==> src/rtl/sram_arbiter.sv <==
// Two-port arbiter sharing one 16-bit async SRAM between instruction fetch and data access.
// Latency: ack 2*(WAIT_STATES+1)+1 cycles after the IDLE grant cycle; one transaction in flight.
// Backpressure: req/ack level handshake; data wins IDLE arbitration unless fetch has starved STARVE_LIMIT grants.
module sram_arbiter #(
  parameter int ADDR_W       = 18,
  parameter int WAIT_STATES  = 0,
  parameter int STARVE_LIMIT = 2
) (
  input  logic              clock,
  input  logic              reset,
  input  logic              if_req,
  input  logic [ADDR_W-1:0] if_addr,
  output logic              if_ack,
  output logic [31:0]       if_rdata,
  input  logic              mem_req,
  input  logic              mem_we,
  input  logic [ADDR_W-1:0] mem_addr,
  input  logic [31:0]       mem_wdata,
  output logic              mem_ack,
  output logic [31:0]       mem_rdata,
  output logic [ADDR_W-1:0] ram_addr,
  output logic              ram_ce_n,
  output logic              ram_oe_n,
  output logic              ram_we_n,
  output logic              ram_ub_n,
  output logic              ram_lb_n,
  output logic [15:0]       ram_dout,
  output logic              ram_dout_en,
  input  logic [15:0]       ram_din,
  output logic              busy
);

  localparam int WC_W = 4;
  localparam int SC_W = (STARVE_LIMIT > 0) ? $clog2(STARVE_LIMIT + 1) : 1;

  localparam logic [WC_W-1:0]   WC_LAST  = WC_W'(WAIT_STATES);
  localparam logic [WC_W-1:0]   WC_ONE   = WC_W'(1);
  localparam logic [SC_W-1:0]   SC_MAX   = SC_W'(STARVE_LIMIT);
  localparam logic [SC_W-1:0]   SC_ONE   = SC_W'(1);
  localparam logic [ADDR_W-1:0] ADDR_ONE = ADDR_W'(1);

  typedef enum logic [1:0] {S_IDLE, S_HI, S_LO, S_ACK} state_t;

  state_t              state_q, state_d;
  logic [WC_W-1:0]     wc_q;
  logic [SC_W-1:0]     starve_q;
  logic                owner_q;     // 1 = data port owns the transaction
  logic                we_q;
  logic [ADDR_W-1:0]   base_q;
  logic [31:0]         wdata_q;
  logic [31:0]         rbuf_q;
  logic [31:0]         if_rdata_q;
  logic [31:0]         mem_rdata_q;
  logic [ADDR_W-1:0]   ram_addr_q;
  logic [15:0]         ram_dout_q;

  logic any_req;
  logic grant_if;
  logic grant_mem;
  logic wc_last;

  // Arbitration: fetch only beats a pending data request once it has been starved STARVE_LIMIT times.
  always_comb begin
    any_req   = if_req | mem_req;
    grant_if  = if_req & (~mem_req | ((STARVE_LIMIT != 0) && (starve_q == SC_MAX)));
    grant_mem = mem_req & ~grant_if;
    wc_last   = (wc_q == WC_LAST);
  end

  // State register.
  always_ff @(posedge clock) begin
    if (reset) state_q <= S_IDLE;
    else       state_q <= state_d;
  end

  // Next-state logic: each half-word phase is held for WAIT_STATES+1 cycles.
  always_comb begin
    state_d = state_q;
    case (state_q)
      S_IDLE: if (any_req) state_d = S_HI;
      S_HI:   if (wc_last) state_d = S_LO;
      S_LO:   if (wc_last) state_d = S_ACK;
      S_ACK:  state_d = S_IDLE;
      default: state_d = S_IDLE;
    endcase
  end

  // Output decode: strobes depend on state and latched direction only, never on live inputs.
  always_comb begin
    ram_ce_n    = 1'b1;
    ram_oe_n    = 1'b1;
    ram_we_n    = 1'b1;
    ram_ub_n    = 1'b1;
    ram_lb_n    = 1'b1;
    ram_dout_en = 1'b0;
    if_ack      = 1'b0;
    mem_ack     = 1'b0;
    case (state_q)
      S_HI, S_LO: begin
        ram_ce_n = 1'b0;
        ram_ub_n = 1'b0;
        ram_lb_n = 1'b0;
        if (we_q) begin
          ram_we_n    = 1'b0;
          ram_dout_en = 1'b1;
        end else begin
          ram_oe_n = 1'b0;
        end
      end
      S_ACK: begin
        if_ack  = ~owner_q;
        mem_ack = owner_q;
      end
      default: ;
    endcase
    busy = (state_q != S_IDLE);
  end

  // Datapath: grant latching, wait counting, half-word sequencing and read capture.
  always_ff @(posedge clock) begin
    if (reset) begin
      wc_q        <= '0;
      starve_q    <= '0;
      owner_q     <= 1'b0;
      we_q        <= 1'b0;
      base_q      <= '0;
      wdata_q     <= '0;
      rbuf_q      <= '0;
      if_rdata_q  <= '0;
      mem_rdata_q <= '0;
      ram_addr_q  <= '0;
      ram_dout_q  <= '0;
    end else begin
      case (state_q)
        S_IDLE: begin
          wc_q <= '0;
          if (any_req) begin
            owner_q    <= grant_mem;
            we_q       <= grant_mem & mem_we;
            base_q     <= grant_mem ? (mem_addr >> 1) : (if_addr >> 1);
            ram_addr_q <= grant_mem ? (mem_addr >> 1) : (if_addr >> 1);
            wdata_q    <= mem_wdata;
            ram_dout_q <= mem_wdata[31:16];
            if (grant_mem && if_req)
              starve_q <= (starve_q == SC_MAX) ? starve_q : starve_q + SC_ONE;
            else
              starve_q <= '0;
          end
        end
        S_HI: begin
          wc_q <= wc_last ? '0 : wc_q + WC_ONE;
          if (wc_last) begin
            if (!we_q) rbuf_q[31:16] <= ram_din;
            ram_addr_q <= base_q + ADDR_ONE;
            ram_dout_q <= wdata_q[15:0];
          end
        end
        S_LO: begin
          wc_q <= wc_last ? '0 : wc_q + WC_ONE;
          // The owner's result register is loaded here so it is already valid during ACK.
          if (wc_last && !we_q) begin
            rbuf_q[15:0] <= ram_din;
            if (owner_q) mem_rdata_q <= {rbuf_q[31:16], ram_din};
            else         if_rdata_q  <= {rbuf_q[31:16], ram_din};
          end
        end
        default: wc_q <= '0;
      endcase
    end
  end

  assign if_rdata  = if_rdata_q;
  assign mem_rdata = mem_rdata_q;
  assign ram_addr  = ram_addr_q;
  assign ram_dout  = ram_dout_q;

endmodule

==> config.mk <==
export PLATFORM = sky130hd
export DESIGN_NAME = sram_arbiter
export DESIGN_NICKNAME = d
export VERILOG_FILES = /design/src/rtl/sram_arbiter.sv
export SDC_FILE = /design/constraint.sdc
export NUM_CORES = 1
export LEC_CHECK = 0
export ABC_AREA = 0
export CORE_MARGIN = 10
export CORE_UTILIZATION = 47
export CTS_CLUSTER_SIZE = 20
export DETAILED_ROUTE_END_ITERATION = 12
export PLACE_DENSITY = 0.8
export SYNTH_ARGS = -nofsm -noshare
export SYNTH_HDL_FRONTEND = slang
export SYNTH_SLANG_ARGS = --single-unit
==> constraint.sdc <==
create_clock -name clock -period 2.5 [get_ports clock]
set_input_delay 0.75 -clock clock [delete_from_list [all_inputs] [get_ports clock]]
set_output_delay 0.75 -clock clock [all_outputs]
set_load 0.1 [all_outputs]
======== Yosys cells after proc, flatten, opt, wreduce, memory -nomap -nowiden ========
Cells that the tools add are included.
storage, ports and cells
  flip-flop bits (word level) ............. 158
  input port bits ......................... 89
  logic and storage cells ................. 70
cells by class
  $add $sub $neg .......................... 3
  equality and inequality tests ........... 8
  muxes and demuxes ....................... 21
  bitwise logic cells ..................... 10
  reduce and logical (&&, ||, !) cells .... 16
operators by type and width
  operator                 count
  $mux W18                 2
  $pmux W18 S2             1
  $mux W16                 2
  $pmux W16 S2             1
  $add A18 B1 Y18 const B  1
  $reduce_and A3 Y1        6
  $mux W17                 1
  $mux W2                  5
  $mux W1                  8
  $ne A2 B2 Y1 const B     4
  $pmux W2 S4              1
  $eq A2 B2 Y1 const B     3
  $not A1 Y1               5
  $add A4 B1 Y4 const B    1
  $logic_not A4 Y1         1
  $reduce_bool A2 Y1       2
  $and A1 B1 Y1            3
  $reduce_or A3 Y1         1
  $add A2 B1 Y2 const B    1
  $eq A2 B1 Y1 const B     1
  $logic_and A1 B1 Y1      2
  $logic_not A2 Y1         1
  $or A1 B1 Y1             2
  $reduce_and A2 Y1        1
  other kinds (2)          2

======== Depth between registers and ports, before layout ========
Gate-level depths: netlist of the first run.
  depth in word-level cells ............... 8
  mapped depth ............................ 8

======== Worst setup path before layout of the first run ========
OpenSTA, ideal clock, no wires.
  path kind ............................... register to output
  start point ............................. register state_q[0]
  end point ............................... output port ram_dout_en
  arrival time ............................ 2.161 ns
  setup slack ............................. -0.411 ns
  cell stages (with the launch flop) ...... 5
  path buffers ............................ 0
  cell sequence ........................... dfxtp_1 -> inv_1 -> ha_1 -> nand2_1 -> inv_1
on the way
  cells in the longest elaborated chain, start to end .. 3
  elaborated cells between the ends (all ways) .. 4
  those cells by class .................... 2 x eq/ne; 1 x mux; 1 x reduce/logical
RTL lines
  what                                                 RTL line  text
  start, declared                                      44        state_t state_q, state_d;
  start signal, assigned                               73        else state_q <= state_d;
  $eq A2 B1 Y1 / $eq A2 B2 Y1 (equally long branches)  98        case (state_q)
  $reduce_or A2 Y1 (no source line) *                  n/a
  $mux W1 *                                            98
  end, declared                                        28        output logic ram_dout_en,
Mark *: on every way between the ends. The rest lies on a longest branch, timed or not.

======== Worst setup path in the final report of the first run ========
  start point ............................. register state_q[1]
  end point ............................... output port ram_dout_en
The elaborated chain is that of the path after synthesis.

==> results of run 1 <==
==> stage by stage <==
stage / setup slack [ps] / TNS [ps] / hold WS [ps] / utilization / area [sq um]
detailed placement: -77.9 / -90.4 / 447 / 0.619 / 8520
global route: 78.6 / 0 / 473 / 0.661 / 9110
finish: 147 / 0 / 454 / 0.661 / 9110
floorplan: -57.1 / -142 / 430 / - / 6560
CTS: 33.1 / 0 / 455 / 0.660 / 9090
global placement: -77.4 / -77.4 / 443 / 0.619 / 8520
==> routing by layer <==
layer  routed length [microns]  vias up  track usage
met4                       408        0       0.0649
met1                      7850     2840        0.222
met5                         0        -            0
met3                      1830       31       0.0873
li1                          -     3038            -
met2                      9550      216        0.324
==> power breakdown <==
| group | switching [mW] | internal [mW] | total [mW] | leakage, nW |
|---|---|---|---|---|
| sequential | 0.428 | 3.07 | 3.50 | 1.28 |
| combinational | 4.75 | 1.89 | 6.63 | 2.01 |
| clock | 1.06 | 1.42 | 2.48 | 0.271 |
==> worst max-delay path, cell delays in order, from the launching register on <==
cell	delay [ps]
dfxtp_1	380
inv_1	110
ha_4	310
nand2_2	90
clkinvlp_4	110
buf_12	160
==> cells in the mapped netlist, types with 8 or more instances <==
| cell | count | area, sq um |
|---|---|---|
| nand2_1 | 204 | 766 |
| dfxtp_1 | 157 | 3140 |
| a21oi_1 | 105 | 526 |
| nor2_1 | 59 | 221 |
| a211oi_1 | 28 | 210 |
| clkbuf_1 | 28 | 105 |
| mux2i_1 | 28 | 280 |
| buf_2 | 20 | 100 |
| inv_1 | 11 | 41.3 |
| nand3_1 | 11 | 55.1 |
| nor3_1 | 10 | 50.1 |
| ha_1 | 8 | 100 |
==> cell families after synthesis <==
| kind of cell | Yosys count | synth area share |
|---|---|---|
| xor gates and xnor gates | 11 | 0.0147 |
| muxes | 35 | 0.0548 |
| and+or+nand+nor | 337 | 0.230 |
| DFF | 157 | 0.480 |
| adders and majority gates | 8 | 0.0153 |
| buffers and inverters | 67 | 0.0476 |
| AOI/OAI and AO/OA | 168 | 0.158 |
==> registers in the layout, summed over array words and instances (netlist names), 4 cells and up <==
register,count
base_q,17
if_rdata,32
mem_rdata,32
ram_addr,18
ram_dout,16
rbuf_q,16
wc_q,4
wdata_q,16
==> layout make-up <==
class / instances / area share
inverters: 11 / 0.00495
well taps: 180 / 0.0247
clock buffers: 19 / 0.0497
repair buffers: 216 / 0.219
multi-input cells: 559 / 0.343
flip-flops and latches: 157 / 0.345
clock inverters: 13 / 0.0131
==> layout by cell type, fill, tap and decap left out, types with 2 or more instances in the layout <==
cell / n
nor2_1: 58
o21ai_2: 2
dfxtp_1: 157
clkdlybuf4s50_1: 85
mux2_2: 7
a21oi_1: 105
clkbuf_16: 17
xnor2_1: 7
o211ai_1: 5
mux2i_1: 28
o21ai_0: 3
and3_1: 5
clkinvlp_4: 5
o311ai_0: 3
nand4_1: 7
nor3_1: 10
nor4_1: 2
a22oi_1: 3
clkbuf_8: 2
and4_1: 4
clkinv_4: 5
nand2b_1: 6
buf_4: 118
buf_12: 13
or4_1: 3
a221o_1: 3
nor2b_1: 3
and2_1: 2
xor2_1: 4
inv_1: 9
a211oi_1: 28
nand2_1: 203
clkinv_2: 3
nand3_1: 11
nor3b_1: 3
nand3b_1: 7
ha_1: 6
==> final timing paths <==
check / to / slack (ps) / depth (start not counted)
hold / removal: mem_rdata[1] / 450 / 2
setup reg to reg: ram_addr[15] / 320 / 6
setup / recovery: ram_dout_en / 150 / 5
hold reg to reg: mem_rdata[1] / 450 / 2
==> metrics, run 1 <==
row count=43; clock slew at reported path FFs=70 ps; Final #Nets=1059; drt total wl=19600 microns; ys async rst share=0; RSZ-0062 raised after global routing=no; DRC viols=0; Finished Layout Cells=1155; CP Class=flip-flop to output port; Critical Path AT=1600 ps; Seq/Total Area, Yosys=0.480; number of I/O port buffers=193; Starting Density=0.475; Area Overhead vs Synth=39.1%; Boundary Pins=196; hold_buf cts=0; origin of the worst setup path=state_q[1]; crit path time final=2350 ps; worst-path fanout max=4; initial antenna violation count=0; hold path start=mem_rdata[1]; # setup viols final=0; Vias/cell=5.30; count of cell types in the netlist=60; die height=138 microns; Ys Warns=0; # diodes=0; fill count=1187; dpl cells=1123; Clock Skew=7.21 ps; outcome=finished, final reports clean; Initial DRC Count=494; Yosys reg bits=157; CTS tree=done; Fmax achieved=0.425 GHz; r2r startpoint=state_q[1]; gr usage total=0.197; VDD IR max=1.35 mV; register area=3140 sq um; die area=19100 sq um; Leak Pwr=3.56 nW; post-synth design cell area=6550 sq um; Slew HR=0.509; htree depth=4; largest net degree at the start of global routing=50; Post-synth EDFFs=0; Net Count, Synth=880; grt total ovfl=0; count of pins over their slew limit=0; kind of start point of the critical path=flip-flop; max-cap viol count=0; vias in the first global route=5922; P per Cell Area=1380 nW/um^2; layout cell share with drive strength beyond 1=0.193; CTS Buffer Depth=2; Core ar.=13800 sq um; Critical Path Sink Type=output port; Multi-input gate area=3120 sq um; global placement routability congestion=0.894; number of post-CTS setup repair buffers=0; first-pass GRT wire length=31400 microns; Tightest Pin Transition=731 ps; Hold Path Class=flip-flop to flip-flop; final HPWL from detailed placement=13900 microns; Avg Synthesized Cell Area=8.36 sq um; clock sinks=157; total CTS buffers=17; WL/cell=17.0 microns; DIE WIDTH=138 microns; DR vias=6125; Critical Path RT=1750 ps; post-layout total power=12.6 mW; final hold viol count=0; period utilization=0.941; clk_lat worst skew=430 ps; most common flop cell mapped by yosys=dfxtp_1; CTS root buf=clkbuf_16; cells after synthesis=783; DRT Pass-1 Iters=5; Post-DRT Antenna Nets=0; post_cts resized=1
(Power assumes the default switching activity.)
==> inputs of run 2 (changes only) <==
Settings changed: SKIP_LAST_GASP set to 1.
==> results of run 2 <==
Final layout, timing and power as in run 1 (identical DEF).
==> inputs of run 3 (changes only) <==
Settings changed: SKIP_CTS_REPAIR_TIMING set to 1.
==> results of run 3 <==
Final layout, timing and power as in run 1 (identical DEF).
